==> src/rtl/float16_argmax_judge_pkg.sv <==
// Shared float16 field layout, constants and judge FSM state type.
// Imported by the comparator, the stream interface and the argmax judge.
package float16_pkg;

    localparam int FP16_W   = 16;
    localparam int SIGN_BIT = 15;
    localparam int EXP_MSB  = 14;
    localparam int EXP_LSB  = 10;
    localparam int MANT_MSB = 9;
    localparam int MANT_LSB = 0;

    localparam logic [FP16_W-1:0] FP16_POS_ZERO = 16'h0000;
    localparam logic [FP16_W-1:0] FP16_NEG_ZERO = 16'h8000;

    typedef logic [FP16_W-1:0] fp16_t;

    typedef enum logic [1:0] {
        IDLE,
        ACCUM,
        HOLD
    } judge_state_t;

endpackage

==> src/rtl/float16_argmax_judge_if.sv <==
// Score stream in, top-1 result out. The slave modport is the judge side;
// the master modport is the producer/consumer side.
interface float16_argmax_judge_if
    import float16_pkg::*;
#(
    parameter int NUM_SCORES = 16,
    parameter int IDX_W      = $clog2(NUM_SCORES)
);

    fp16_t             threshold;
    logic              in_valid;
    logic              in_ready;
    fp16_t             in_score;
    logic              in_last;
    logic              out_valid;
    logic              out_ready;
    fp16_t             out_max;
    logic [IDX_W-1:0]  out_idx;
    logic              out_detect;
    logic              out_err;

    modport master (
        output threshold, in_valid, in_score, in_last, out_ready,
        input  in_ready, out_valid, out_max, out_idx, out_detect, out_err
    );

    modport slave (
        input  threshold, in_valid, in_score, in_last, out_ready,
        output in_ready, out_valid, out_max, out_idx, out_detect, out_err
    );

endinterface

==> src/rtl/float16_argmax_judge_lt.sv <==
// Strict total-order "a < b" on raw float16 bit patterns: sign first, then
// magnitude (reversed for negatives). NaN/Inf get no special treatment.
module float16_lt
    import float16_pkg::*;
(
    input  fp16_t i_a,
    input  fp16_t i_b,
    output logic  o_lt
);

    always_comb begin
        o_lt = 1'b0;
        if (i_a[SIGN_BIT] != i_b[SIGN_BIT]) begin
            o_lt = i_a[SIGN_BIT];
        end else if (!i_a[SIGN_BIT]) begin
            o_lt = (i_a[EXP_MSB:MANT_LSB] < i_b[EXP_MSB:MANT_LSB]);
        end else begin
            o_lt = (i_a[EXP_MSB:MANT_LSB] > i_b[EXP_MSB:MANT_LSB]);
        end
    end

endmodule

==> src/rtl/float16_argmax_judge.sv <==
// Streaming top-1 selector: tracks the running max of a fixed-length score
// frame and presents max, index, threshold judge and framing error.
module float16_argmax_judge
    import float16_pkg::*;
#(
    parameter int NUM_SCORES = 16,
    parameter int IDX_W      = $clog2(NUM_SCORES)
) (
    input  logic                   clk,
    input  logic                   rst_n,
    float16_argmax_judge_if.slave  bus
);

    localparam logic [IDX_W-1:0] LAST_CNT = IDX_W'(NUM_SCORES - 1);

    judge_state_t      r_state;
    fp16_t             r_threshold;
    fp16_t             r_max;
    logic [IDX_W-1:0]  r_idx;
    logic [IDX_W-1:0]  r_cnt;
    logic              r_errAcc;
    logic              r_outValid;
    fp16_t             r_outMax;
    logic [IDX_W-1:0]  r_outIdx;
    logic              r_outDetect;
    logic              r_outErr;

    logic              w_beat;
    logic              w_maxLt;
    logic              w_detect;
    logic              w_isLastBeat;
    logic              w_nextErr;
    fp16_t             w_nextMax;
    logic [IDX_W-1:0]  w_nextIdx;

    // Gating with rst_n keeps in_ready low for the whole reset window.
    assign bus.in_ready = rst_n && (r_state != HOLD);
    assign w_beat       = bus.in_valid && bus.in_ready;

    float16_lt u_maxLt (
        .i_a  (r_max),
        .i_b  (bus.in_score),
        .o_lt (w_maxLt)
    );

    assign w_nextMax    = w_maxLt ? bus.in_score : r_max;
    assign w_nextIdx    = w_maxLt ? r_cnt : r_idx;
    assign w_isLastBeat = (r_cnt == LAST_CNT);
    assign w_nextErr    = r_errAcc | (bus.in_last != w_isLastBeat);

    float16_lt u_judgeLt (
        .i_a  (r_threshold),
        .i_b  (w_nextMax),
        .o_lt (w_detect)
    );

    // Frame end is purely count based; in_last only feeds the error flag.
    always_ff @(posedge clk or negedge rst_n) begin
        if (!rst_n) begin
            r_state     <= IDLE;
            r_threshold <= FP16_POS_ZERO;
            r_max       <= FP16_POS_ZERO;
            r_idx       <= '0;
            r_cnt       <= '0;
            r_errAcc    <= 1'b0;
            r_outValid  <= 1'b0;
            r_outMax    <= FP16_POS_ZERO;
            r_outIdx    <= '0;
            r_outDetect <= 1'b0;
            r_outErr    <= 1'b0;
        end else begin
            case (r_state)
                IDLE: begin
                    if (w_beat) begin
                        r_threshold <= bus.threshold;
                        r_max       <= bus.in_score;
                        r_idx       <= '0;
                        r_cnt       <= IDX_W'(1);
                        r_errAcc    <= bus.in_last;
                        r_state     <= ACCUM;
                    end
                end
                ACCUM: begin
                    if (w_beat) begin
                        r_max    <= w_nextMax;
                        r_idx    <= w_nextIdx;
                        r_errAcc <= w_nextErr;
                        if (w_isLastBeat) begin
                            r_outMax    <= w_nextMax;
                            r_outIdx    <= w_nextIdx;
                            r_outDetect <= w_detect;
                            r_outErr    <= w_nextErr;
                            r_outValid  <= 1'b1;
                            r_state     <= HOLD;
                        end else begin
                            r_cnt <= r_cnt + IDX_W'(1);
                        end
                    end
                end
                HOLD: begin
                    if (r_outValid && bus.out_ready) begin
                        r_outValid <= 1'b0;
                        r_cnt      <= '0;
                        r_state    <= IDLE;
                    end
                end
                default: r_state <= IDLE;
            endcase
        end
    end

    assign bus.out_valid  = r_outValid;
    assign bus.out_max    = r_outMax;
    assign bus.out_idx    = r_outIdx;
    assign bus.out_detect = r_outDetect;
    assign bus.out_err    = r_outErr;

endmodule

==> src/flat_wrapper.sv <==
// flat-port wrapper written by rule: the top's interface ports become plain ports
module float16_argmax_judge_flat import float16_pkg::*;
#(
    parameter int NUM_SCORES = 16,
    parameter int IDX_W      = $clog2(NUM_SCORES)
)
  (clk, rst_n, bus_threshold, bus_in_valid, bus_in_score, bus_in_last, bus_out_ready, bus_in_ready, bus_out_valid, bus_out_max, bus_out_idx, bus_out_detect, bus_out_err);
  float16_argmax_judge_if #(.NUM_SCORES(NUM_SCORES), .IDX_W(IDX_W)) bus_i ();
  input  logic clk;
  input  logic rst_n;
  input wire logic [$bits(bus_i.threshold)-1:0] bus_threshold;
  input wire logic [$bits(bus_i.in_valid)-1:0] bus_in_valid;
  input wire logic [$bits(bus_i.in_score)-1:0] bus_in_score;
  input wire logic [$bits(bus_i.in_last)-1:0] bus_in_last;
  input wire logic [$bits(bus_i.out_ready)-1:0] bus_out_ready;
  output wire logic [$bits(bus_i.in_ready)-1:0] bus_in_ready;
  output wire logic [$bits(bus_i.out_valid)-1:0] bus_out_valid;
  output wire logic [$bits(bus_i.out_max)-1:0] bus_out_max;
  output wire logic [$bits(bus_i.out_idx)-1:0] bus_out_idx;
  output wire logic [$bits(bus_i.out_detect)-1:0] bus_out_detect;
  output wire logic [$bits(bus_i.out_err)-1:0] bus_out_err;
  assign bus_i.threshold = bus_threshold;
  assign bus_i.in_valid = bus_in_valid;
  assign bus_i.in_score = bus_in_score;
  assign bus_i.in_last = bus_in_last;
  assign bus_i.out_ready = bus_out_ready;
  assign bus_in_ready = bus_i.in_ready;
  assign bus_out_valid = bus_i.out_valid;
  assign bus_out_max = bus_i.out_max;
  assign bus_out_idx = bus_i.out_idx;
  assign bus_out_detect = bus_i.out_detect;
  assign bus_out_err = bus_i.out_err;
  float16_argmax_judge #(.NUM_SCORES(NUM_SCORES), .IDX_W(IDX_W)) u_core (.clk(clk), .rst_n(rst_n), .bus(bus_i));
endmodule
==> config.mk <==
export PLATFORM = sky130hd
export DESIGN_NAME = float16_argmax_judge_flat
export DESIGN_NICKNAME = d
export VERILOG_FILES = /design/src/rtl/float16_argmax_judge_pkg.sv /design/src/rtl/float16_argmax_judge_if.sv /design/src/rtl/float16_argmax_judge_lt.sv /design/src/rtl/float16_argmax_judge.sv /design/src/flat_wrapper.sv
export SDC_FILE = /design/constraint.sdc
export NUM_CORES = 1
export LEC_CHECK = 0
export CORE_ASPECT_RATIO = 0.5
export CORE_MARGIN = 2
export CORE_UTILIZATION = 50
export DETAILED_ROUTE_END_ITERATION = 8
export GPL_TIMING_DRIVEN = 0
export PLACE_DENSITY = 0.75
export SKIP_LAST_GASP = 1
export SLEW_MARGIN = 5
export SYNTH_ARGS = -nofsm -noshare
export SYNTH_HDL_FRONTEND = slang
export SYNTH_SLANG_ARGS = --single-unit
export TNS_END_PERCENT = 10
==> constraint.sdc <==
create_clock -name clk -period 11.5 [get_ports clk]
set_clock_uncertainty 0.15 [all_clocks]
set_input_delay 3.45 -clock clk [delete_from_list [all_inputs] [get_ports clk]]
set_output_delay 3.45 -clock clk [all_outputs]
set_load 0.05 [all_outputs]
# Word-level counts from Yosys, hierarchy flattened

Index checks and enable logic that the tools add are counted.
Widths: inputs -> output; s select.

Register bits: 66
Input port bits: 37
Logic and storage cells: 71

$add $sub $neg: 1
Magnitude comparators: 4
Equal/unequal tests: 12
Multiplexer cells: 29
Bitwise logic cells: 1
Reductions and logical operators: 13

Operator list:

| cell                | count |
|---|---|
| $mux 16             | 3 |
| $pmux 16 s2         | 1 |
| $gt 15x15->1        | 2 |
| $lt 15x15->1        | 2 |
| $mux 4              | 7 |
| $pmux 4 s3          | 1 |
| $mux 1              | 9 |
| $mux 2              | 4 |
| $ne 2x1->1 const B  | 4 |
| $pmux 4 s2          | 1 |
| $reduce_and 4->1    | 2 |
| $pmux 2 s3          | 1 |
| $reduce_and 3->1    | 2 |
| $reduce_and 5->1    | 1 |
| $add 4x1->4 const B | 1 |
| $eq 4x4->1 const B  | 1 |
| $ne 2x2->1 const B  | 2 |
| $pmux 1 s2          | 2 |
| $reduce_bool 2->1   | 2 |
| $logic_and 1x1->1   | 3 |
| $ne 1x1->1          | 3 |
| $reduce_bool 3->1   | 1 |
| $eq 2x1->1 const B  | 1 |
| $eq 2x2->1 const B  | 1 |
| other kinds (3)     | 3 |

# Longest topological paths before layout

Gate-level depths: netlist of run 1.

Word-level depth: 7
Mapped depth: 16
Depth with buffers taken out: 15

# By module

A second synthesis of run 1 with hierarchy kept.

Cell total of the unflattened synthesis: 338
Area total of the unflattened synthesis: 3834.9 um^2

Modules (own cells, without submodules):

| module               | times used | cells each | area each (um^2) | seq. area each (um^2) |
|---|---|---|---|---|
| float16_argmax_judge | 1          | 228        | 3009.1           | 1651.6 |
| float16_lt           | 2          | 55         | 412.9            | 0.0 |

# Worst setup path before layout of run 1

OpenSTA, ideal clock, no wires.

Kind: input port to output port
Start: input port rst_n
End: output port bus_in_ready
Data arrival time: 4188 ps
Data required time: 7900 ps
Slack: 3712 ps
Stages on the path: 1
Cell sequence: nor2b_1

Word-level cells in the longest chain between the ends: 1

Ends and longest elaborated chain:

| element           | line                       | source |
|---|---|---|
| from (decl)       | flat_wrapper.sv:10         | `input logic rst_n;` |
| $logic_and 1x1->1 | float16_argmax_judge.sv:37 | `assign bus.in_ready = rst_n && (r_state != HOLD);` |
| to (decl)         | flat_wrapper.sv:16         | `output wire logic [$bits(bus_i.in_ready)-1:0] bus_in_ready;` |

No other way between the ends.

# Worst setup path in the final report of run 1

Ends and elaborated chain as after synthesis.

==> results.md, run 1 <==
- Status: complete, no violations
- Largest net degree at the start of global routing: 53
- Initial core utilization: 52.4%
- Post-DP HPWL: 6590 um
- TritonRoute pass-1 iters: 4
- Most used DFF post-synth: dfrtp_1
- EDFF count, synth: 0
- Drt initial violations: ~210
- CP endpoint kind: output pin
- Number of synthesized register bits: 66
- Max-cap viol count: 0
- Largest family of logic cells by synthesized area: compound AO/OA/AOI/OAI gates
- Worst path cell trace: buf_4 -> nor2b_1 -> clkdlybuf4s50_1
- Seq/Total Area, Yosys: 42.4%
- Slowest CP cell: clkdlybuf4s50_1
- Remaining routing DRC violations: 0
- Cell taking the most area after synthesis: dfrtp_1
- Mapped Area: about 0.0039 sq mm
- Min Tclk post-route: approximately 8.3 ns
- Drt wl/cell: 16.5 um
- Die X: 129 um
- Tcrit/Tclk final: 72.4%
- Synth area leaders: dfrtp_1 42%, ha_1 12%, mux2_2 6.7%
- Critical Path AT: 4.73 ns
- Hold Path Class: reg -> reg
- Async set or reset register ratio after synthesis: 100%
- Vias per cell: 5.77
- Top post-synthesis cells by count: 66 x dfrtp_1, 36 x ha_1, 33 x nor2_1
- Clock Pin Slew Worst Setup and Hold Paths: 0.05 ns
- Remaining antenna violation count after routing: 0
- H-Tree Depth: 3
- Top cell type's share of synthesized area: 42.4%
- Post-Layout Inst Area: just under 0.005 sq mm
- Overall power: 1240 uW
- Leakage power: 0.00223 uW
- Global Route Usage Sum: between 20% and 30%
- Post-Synth XOR/XNOR Area: 0%
- Worst slew margin: 56.6%
- Compound-gate portion of the synthesized area: roughly a fifth
- Via count: 3231
- Maximum VDD drop: between 0.1 and 0.15 mV
- CP required: 7.90 ns
- Library cells used by synthesis: 50
- Setup TNS: 0 ns
- Worst-path maximum fanout: 17
- Postcts setup bufs: 0
- Final setup fails: 0
- Mapped Nets: 461
- Multiplexer share of the synthesized area: between 10 and 15%
- Fraction of layout cells with a size suffix above 1: between 10% and 20%
- Vias in the first global route: just over 3000
- PwrDens: around 250 mW/mm^2
- Hold_buf cts: 0
- Io pins: around 60
- Synthesized instance count: about 390
- Initial antenna violation count: 0
- Adder-cell share of the synthesized area: 11.6%
- Unrepaired setup endpoints after global routing: false
- Delay of the slowest cell on the worst path: 0.83 ns
- FMAX: 120 MHz
- Final WL: just over 9000 um
- Inserted Clock Buffers: 9
- Placer Congestion: between 0.8 and 0.9
- Reg area: 0.00165 sq mm
- Critical path class: in -> out
- Overflow after GRT: 0
- Post-synthesis simple-gate area fraction: 11.0%
- Row cnt: 22
- CTS resizes: 0
- Die area: around 0.0086 sq mm
- Root Driver: clkbuf_16
- NumNets Final: 533
- Area growth syn-to-layout: 27.0%
- Final max-slew violation count: 0
- Placed inst area: 0.00464 sq mm
- CTS sink count: 66
- First-pass GRT wire length: 15000 um
- Worst-skew pair later-pin latency: 0.34 ns
- YS warnings: 0
- N_diodes: 0
- Count leader, synth: dfrtp_1
- CTS tree: built
- PortBufs: 60
- Synthesized area per cell: ~10 sq um
- Clock Tree Buf Depth: 2
- Final hold violation count: 0
- Least-Margin Pin Slew: 0.646 ns
- Crit start category: input pin
- Fillers: between 600 and 700
- Die Height: 66.4 um
- CORE AREA: 0.00743 sq mm
- Area of the multi-input gates: ~0.0021 sq mm
## through the flow
stage	hold slack, ns	utilization, %	worst slack (ns)	cells
floorplan	0.329	-	3.71	388
global placement	0.333	62.1	0.549	544
detailed placement	0.334	62.4	3.17	545
CTS	0.350	66.5	3.16	560
global route	0.377	66.5	3.09	560
finish	0.342	66.5	3.17	560
## layer usage
| layer | part of all wire [%] | global-route usage (%) |
|---|---|---|
| met5 | 0 | 0 |
| met4 | 2.2 | 8.83 |
| met3 | 5.2 | 6.55 |
| met2 | 46 | 35.8 |
| met1 | 47 | 31.6 |
## worst max-delay path, delay by kind of cell
family                 cells  cell delay (ns)
AND/OR/NAND/NOR            1             0.21
buffers and inverters      2             1.06
## worst paths after layout
path                                   startpoint                endpoint  slack (ns)  cells past startpoint
min                        u_core.bus.out_max[15]  u_core.bus.out_max[15]        0.34                      2
min in group asynchronous                   rst_n         u_core.r_cnt[2]        2.83                      1
max in group asynchronous                   rst_n   u_core.bus.out_max[6]        7.83                      2
min reg2reg                u_core.bus.out_max[15]  u_core.bus.out_max[15]        0.34                      2
max                                         rst_n            bus_in_ready        3.17                      3
max reg2reg                      u_core.r_max[13]   u_core.bus.out_detect        7.06                     14
## sequential cells by signal, indices dropped and copies added (netlist names)
name	count
u_core.bus.out_valid	1
u_core.r_cnt	4
u_core.bus.out_err	1
u_core.r_errAcc	1
u_core.r_threshold	16
u_core.r_state	2
u_core.bus.out_max	16
u_core.bus.out_detect	1
u_core.r_idx	4
u_core.bus.out_idx	4
u_core.r_max	16
## logic make-up after synthesis
group	after synthesis
AOI/OAI and AO/OA	123
and+or+nand+nor	92
DFF	66
buffers and inverters	37
adders and majority gates	36
muxes	34
## cells in the final DEF (no fill, tap or decap), types with 3 or more instances in the layout
cell / instances
or2_2: 3
ha_1: 36
a21oi_1: 29
nor2_1: 33
clkbuf_1: 15
clkbuf_16: 9
a21o_1: 3
a31oi_1: 20
mux2_4: 10
o21ai_0: 30
a21boi_0: 13
and3_1: 3
dfrtp_1: 66
nor2b_1: 3
o2111ai_1: 4
clkbuf_8: 3
inv_1: 20
o211ai_1: 4
nand3_1: 8
mux2_2: 23
clkdlybuf4s50_1: 59
nand2_1: 30
## layout make-up
cell class              instances  share of cell area, %
clock inverters                 2                  0.709
repair buffers                 61                   12.7
clock buffers                  13                   5.47
flip-flops and latches         66                   33.4
multi-input cells             285                   42.1
well taps                      96                   2.43
inverters                      20                   1.52
plain buffers                  17                   1.77
## power breakdown
part           switching (uW)  total (uW)  leakage [uW]  internal (uW)
logic                     323         585       0.00125            262
registers                64.4         372      0.000836            308
clock network            94.7         278      0.000152            184
No activity file was read; power rests on OpenSTA's default activity.
==> inputs of run 2 (changes only) <==
clock period = 7.9 ns   (was 11.5 ns; I/O delays follow)
==> results of run 2 <==
Same layout as run 1 (identical final DEF). Status: complete, no violations.
Main changes from that run: setup slack after placement 3.17 ns -> 0.981 ns; setup slack after layout 3.17 ns -> 1.24 ns; start point of the critical path rst_n -> bus_in_score[13]; end point of the critical path bus_in_ready -> u_core.bus.out_detect; register-to-register setup slack 7.06 ns -> 3.46 ns; total power 1240 uW -> 1800 uW; worst IR drop on VDD 0.104 mV -> 0.151 mV
==> RTL edit 1 (flow settings as in run 2) <==
`FP16_W`: 16 -> 24.
--- a/src/rtl/float16_argmax_judge_pkg.sv
+++ b/src/rtl/float16_argmax_judge_pkg.sv
@@ -2,7 +2,7 @@
 // Imported by the comparator, the stream interface and the argmax judge.
 package float16_pkg;
 
-    localparam int FP16_W   = 16;
+    localparam int FP16_W   = 24;
     localparam int SIGN_BIT = 15;
     localparam int EXP_MSB  = 14;
     localparam int EXP_LSB  = 10;
Interface: changed (resized bus_in_score, bus_out_max and bus_threshold); port bits go from 61 to 85. The function was not compared with the original's and may differ.
==> RTL edit 1 against run 2 <==
First-iteration DRC count increased by 31%; clock power is 20% higher; worst setup slack better by 0.45 ns; routed wire length grew 9.3%; utilization rose by 1.7 points; area after synthesis rose by 11%; global-route usage decreased by 0.56 points; total power up 8.8%; sequential cell count up 16; combinational power fell by 1%; final cell count rose by 9.5%; final area rose by 13%.
==> RTL edit 1: results (changes against run 2) <==
[run_status]
status=complete, no violations

[layout]
num-nonclk-inverters=24  ; +20%
nets=585  ; +9.8%
num-clock-buffers=12  ; -1
final_layout_size_suffix_gt1_share_pct=10.78  ; -1.9 points
clock_area_share_pct=6.195  ; +0.021 points
multi_input_area_share_pct=37.01  ; -5.0 points
n_all_buffers=93  ; +19%
multi_input_cells=286  ; +0.35%
finalNonFillerCells=613  ; +9.5%
nonClkBufAreaFrac_pct=15.85  ; +1.4 points

[place]
dp.final_hpwl_mm=7.471  ; +13%
dp.cells=597  ; +9.5%
place.gp.congestion=0.8268  ; -4.1%
portBuffers=76  ; +27%
dp_slack_ns=1.514  ; +0.5337 ns

[power_and_ir_drop]
power.share.combinational_pct=42.9  ; -4.4 points
p_clk_uw=484  ; +20%
p_leak_uw=0.002610  ; +17%
vdd_drop_max_mv=0.1866  ; +24%
power_switching_uw=702.2  ; about the same

[logic_synthesis]
yosysSeqAreaShare_pct=47.69  ; +5.3 points
synthMuxAreaShare_pct=14.80  ; +4.0 points
synthAdderAreaFrac_pct=10.47  ; -1.1 points
ys_top_cells_by_count=82 x dfrtp_1, 63 x nand2_1, 40 x o21ai_0, 36 x ha_1, 28 x mux2i_1
synth_compound_area_share_pct=12.07  ; -8.0 points
yosys.cell_types.count=36  ; -28%
synth_nets=497  ; +7.8%
syn_inst=408  ; +5.2%
netlist_top_cells_area=dfrtp_1 48%, ha_1 10%, mux2i_1 6.5%

[min_path]
hp-start=u_core.bus.out_max[21]$_DFFE_PN0P_
hold_end=u_core.bus.out_max[21]$_DFFE_PN0P_

[detailed_routing]
met2_length_mm=4.433  ; +5.1%
dr_wl_met3_um=684  ; +41%
wl_mm=10.12  ; +9.3%
met1_length_mm=4.871  ; +12%
drtIter0Drc=273  ; +31%
dr.pass1.iters=5  ; +1

[grt]
grt_usage_pct=22.79  ; -0.56 points
grt_pass1_wl_mm=16.36  ; +9.3%
grt_max_degree=63  ; +19%
grt_util_met1_pct=33.60  ; +2.0 points
use_met3_pct=5.556  ; -1.0 points
grt_pass1_vias=3217  ; +5.3%

[worst_setup_path]
crit_path_end=bus_in_ready
worst-path-max-fanout=23  ; +13
cpPeakStageDelay_ns=0.82  ; +0.29 ns
worstPathArrival_ns=3.69  ; -3.06 ns
ff2ff_path_depth=17  ; +3
cp-startpoint=rst_n
r2r_start=u_core.r_max[14]$_DFFE_PN0P_

[clock_tree]
clock_sinks=82  ; +24%

[timing]
tightest_slew_ns=0.6404  ; -0.006027 ns
finalCritPeriodShare_pct=78.66  ; -5.7 points

[floorplanning]
die_w_um=135.2  ; +5.0%

-- RTL edit 1: cell types whose count changed after synthesis, moves of 4 or more --
cell,delta
nand2_1,+33
mux2i_1,+27
inv_1,+4
o22ai_1,+15
a21boi_0,-13
nor2_1,-17
o2111ai_1,-4
o21ai_0,+10
a31oi_1,-16
nand4_1,+4
a21oi_1,-17
dfrtp_1,+16
clkbuf_1,-4
-- RTL edit 1: per-stage QoR --
step / power (uW) / hold slack (ns) / instance area (um^2) / TNS, ns
2_1_floorplan: 1235 / 0.3292 / 4303 / 0
3_3_place_gp: 1436 / 0.3098 / 5204 / -1.403
3_5_place_dp: 1466 / 0.3131 / 5229 / 0
4_1_cts: 1959 / 0.3320 / 5574 / 0
5_1_grt: 2084 / 0.3607 / 5574 / 0
6_report: 1958 / 0.3287 / 5574 / 0
-- RTL edit 1: tightest hold or removal path: stages, from the launching register on --
cell,delay (ns)
dfrtp_1,0.34
nand2_1,0.04
o21ai_0,0.06
==> RTL edit 2 (config.mk and constraints of run 2) <==
Made on the original files. The 3 states of `judge_state_t` get a one-hot encoding in 3 bits.
--- a/src/rtl/float16_argmax_judge_pkg.sv
+++ b/src/rtl/float16_argmax_judge_pkg.sv
@@ -14,10 +14,10 @@
 
     typedef logic [FP16_W-1:0] fp16_t;
 
-    typedef enum logic [1:0] {
-        IDLE,
-        ACCUM,
-        HOLD
+    typedef enum logic [2:0] {
+        IDLE  = 3'b001,
+        ACCUM = 3'b010,
+        HOLD  = 3'b100
     } judge_state_t;
 
 endpackage
Function: same outputs for any inputs over 10 cycles, from zero or initial values and one cycle with rst_n low; not proved beyond that.
==> RTL edit 2 against run 2 <==
Fmax increased by 0.30%; sequential cell count is 1 higher; routed wire length down 9.0%; area after synthesis decreased by 7.7%; register-to-register slack improved by 0.31 ns; critical endpoint is now bus_in_ready; worst setup slack gained 0.020 ns; final area fell by 6.3%.
Power is not compared: it rests on default switching activity, and its combinational part moved more than twofold at a synthesized area within 25%.
==> RTL edit 2: results (changes against run 2) <==
[grt]
grt_max_degree=72  ; +36%
antenna_found_initial=0  ; unchanged
grt_pass1_wl_mm=14.10  ; -5.8%
grt_usage_pct=23.96  ; +0.62 points

[place]
dp.cells=486  ; -11%
place.gp.congestion=0.8197  ; -4.9%
portBuffers=60  ; unchanged
dp.final_hpwl_mm=6.245  ; -5.3%
placed_cell_area_mm2=0.004305  ; -7.2%

[clock_tree]
clk_path_buf_depth=2  ; unchanged
cts_made_buffers=9  ; unchanged
cts_root_buf=clkbuf_16
htree_levels=3  ; unchanged
clkLatencyLatePin_ns=0.34  ; about the same
cts_setup_buffers=0  ; unchanged
clk_pin_slew_ns=0.05  ; about the same
cts_resized=0  ; unchanged

[worst_setup_path]
worst-path-max-fanout=71  ; +61
r2r_slack_ns=3.77  ; +0.31 ns
worstPathArrival_ns=4.12  ; -2.63 ns

[detailed_routing]
wl_mm=8.426  ; -9.0%
wl_per_cell_um=16.82  ; +1.7%
vias=2789  ; -14%
drtIter0Drc=226  ; +8.1%
dr.pass1.iters=4  ; unchanged

[logic_synthesis]
synth_nets=403  ; -13%
yosysSeqAreaShare_pct=46.71  ; +4.3 points
async_flop_share_pct=100.0  ; unchanged
ys_top_cells_by_count=66 x dfrtp_1, 34 x a21oi_1, 33 x mux2_2, 33 x nor2_1, 32 x ha_1
netlist_top_cells_area=dfrtp_1 46%, ha_1 11%, mux2_2 10%
yosys.cell_types.count=42  ; -16%
yosys_warnings=0  ; unchanged
syn_inst=334  ; -14%

[run_status]
status=complete, no violations

[layout]
antenna_cells=0  ; unchanged
final_layout_size_suffix_gt1_share_pct=14.91  ; +2.2 points
nets=474  ; -11%

[timing]
hold_ws_ns=0.3574  ; +0.01530 ns
slew_headroom_pct=42.07  ; -15 points

[min_path]
hp-class=flop to flop

[power_and_ir_drop]
vdd_drop_max_mv=0.1369
p_leak_uw=0.002152
p_int_uw=857.0

-- RTL edit 2: cell types whose count changed after synthesis, sizes merged, moves of 11 or more --
cell    change
o21ai      -14
a31oi      -19
mux2i      +17
clkbuf     -11
nand2      -16
a21boi     -14
-- RTL edit 2: routing by layer --
layer / vias up / share of wire [%] / track usage, %
li1: 1337 / - / -
met1: 1383 / 47 / 32.39
met2: 62 / 48 / 37.09
met3: 7 / 4.8 / 6.786
met4: 0 / 0.68 / 8.381
met5: - / 0 / 0
-- RTL edit 2: final cells by class --
class	count	area, um^2
Sequential cell	67	1678
Clock buffer	11	252.7
Inverter	21	78.83
Clock inverter	4	73.82
Multi-Input combinational cell	237	1775
Fill cell	516	2173
Timing Repair Buffer	60	598.1
Buffer	9	60.06
Tap cell	92	115.1
-- RTL edit 2: worst paths after layout --
path                                                        start                            endpoint  cells past startpoint
worst max-delay path                                        rst_n                        bus_in_ready                      3
worst min-delay path            u_core.r_threshold[6]$_DFFE_PN0P_   u_core.r_threshold[6]$_DFFE_PN0P_                      1
worst max register to register       u_core.r_max[14]$_DFFE_PN0P_   u_core.bus.out_detect$_DFFE_PN0P_                     17
worst min register to register  u_core.r_threshold[6]$_DFFE_PN0P_   u_core.r_threshold[6]$_DFFE_PN0P_                      1
max in group asynchronous                                   rst_n         u_core.r_cnt[0]$_DFFE_PN0P_                      1
min in group asynchronous                                   rst_n  u_core.r_threshold[11]$_DFFE_PN0P_                      1
-- RTL edit 2: critical path, stage by stage --
cell and delay [ns]:
buf_4 0.65, nor2b_1 0.24, clkdlybuf4s50_1 0.82
-- RTL edit 2: cell families (layout without fill, tap and decap cells) --
| logic type | count (synthesis) | after routing | synth area share (%) |
|---|---|---|---|
| compound gates | 75 | 75 | 12.57 |
| fa+ha+maj | 32 | 32 | 11.15 |
| buf+inv | 30 | 105 | 3.866 |
| flops | 67 | 67 | 46.71 |
| mux | 51 | 51 | 15.46 |
| simple gates | 79 | 79 | 10.24 |
-- RTL edit 2: power groups by stage --
stage	registers (uW)	clock network, uW	logic, uW
after global routing	435	462	400
after global placement	430	0	335
after floorplan	422	0	256
after detailed placement	433	0	354
after CTS	428	447	357
final	428	441	356
-- RTL edit 2: per-stage QoR --
stage / power (uW) / TNS [ns] / setup WS [ns]
6_report: 1225 / 0 / 1.259
5_1_grt: 1297 / 0 / 1.101
4_1_cts: 1232 / 0 / 1.199
3_5_place_dp: 787.4 / 0 / 1.210
3_3_place_gp: 764.3 / -0.7932 / -0.7932
2_1_floorplan: 678.0 / 0 / 2.303
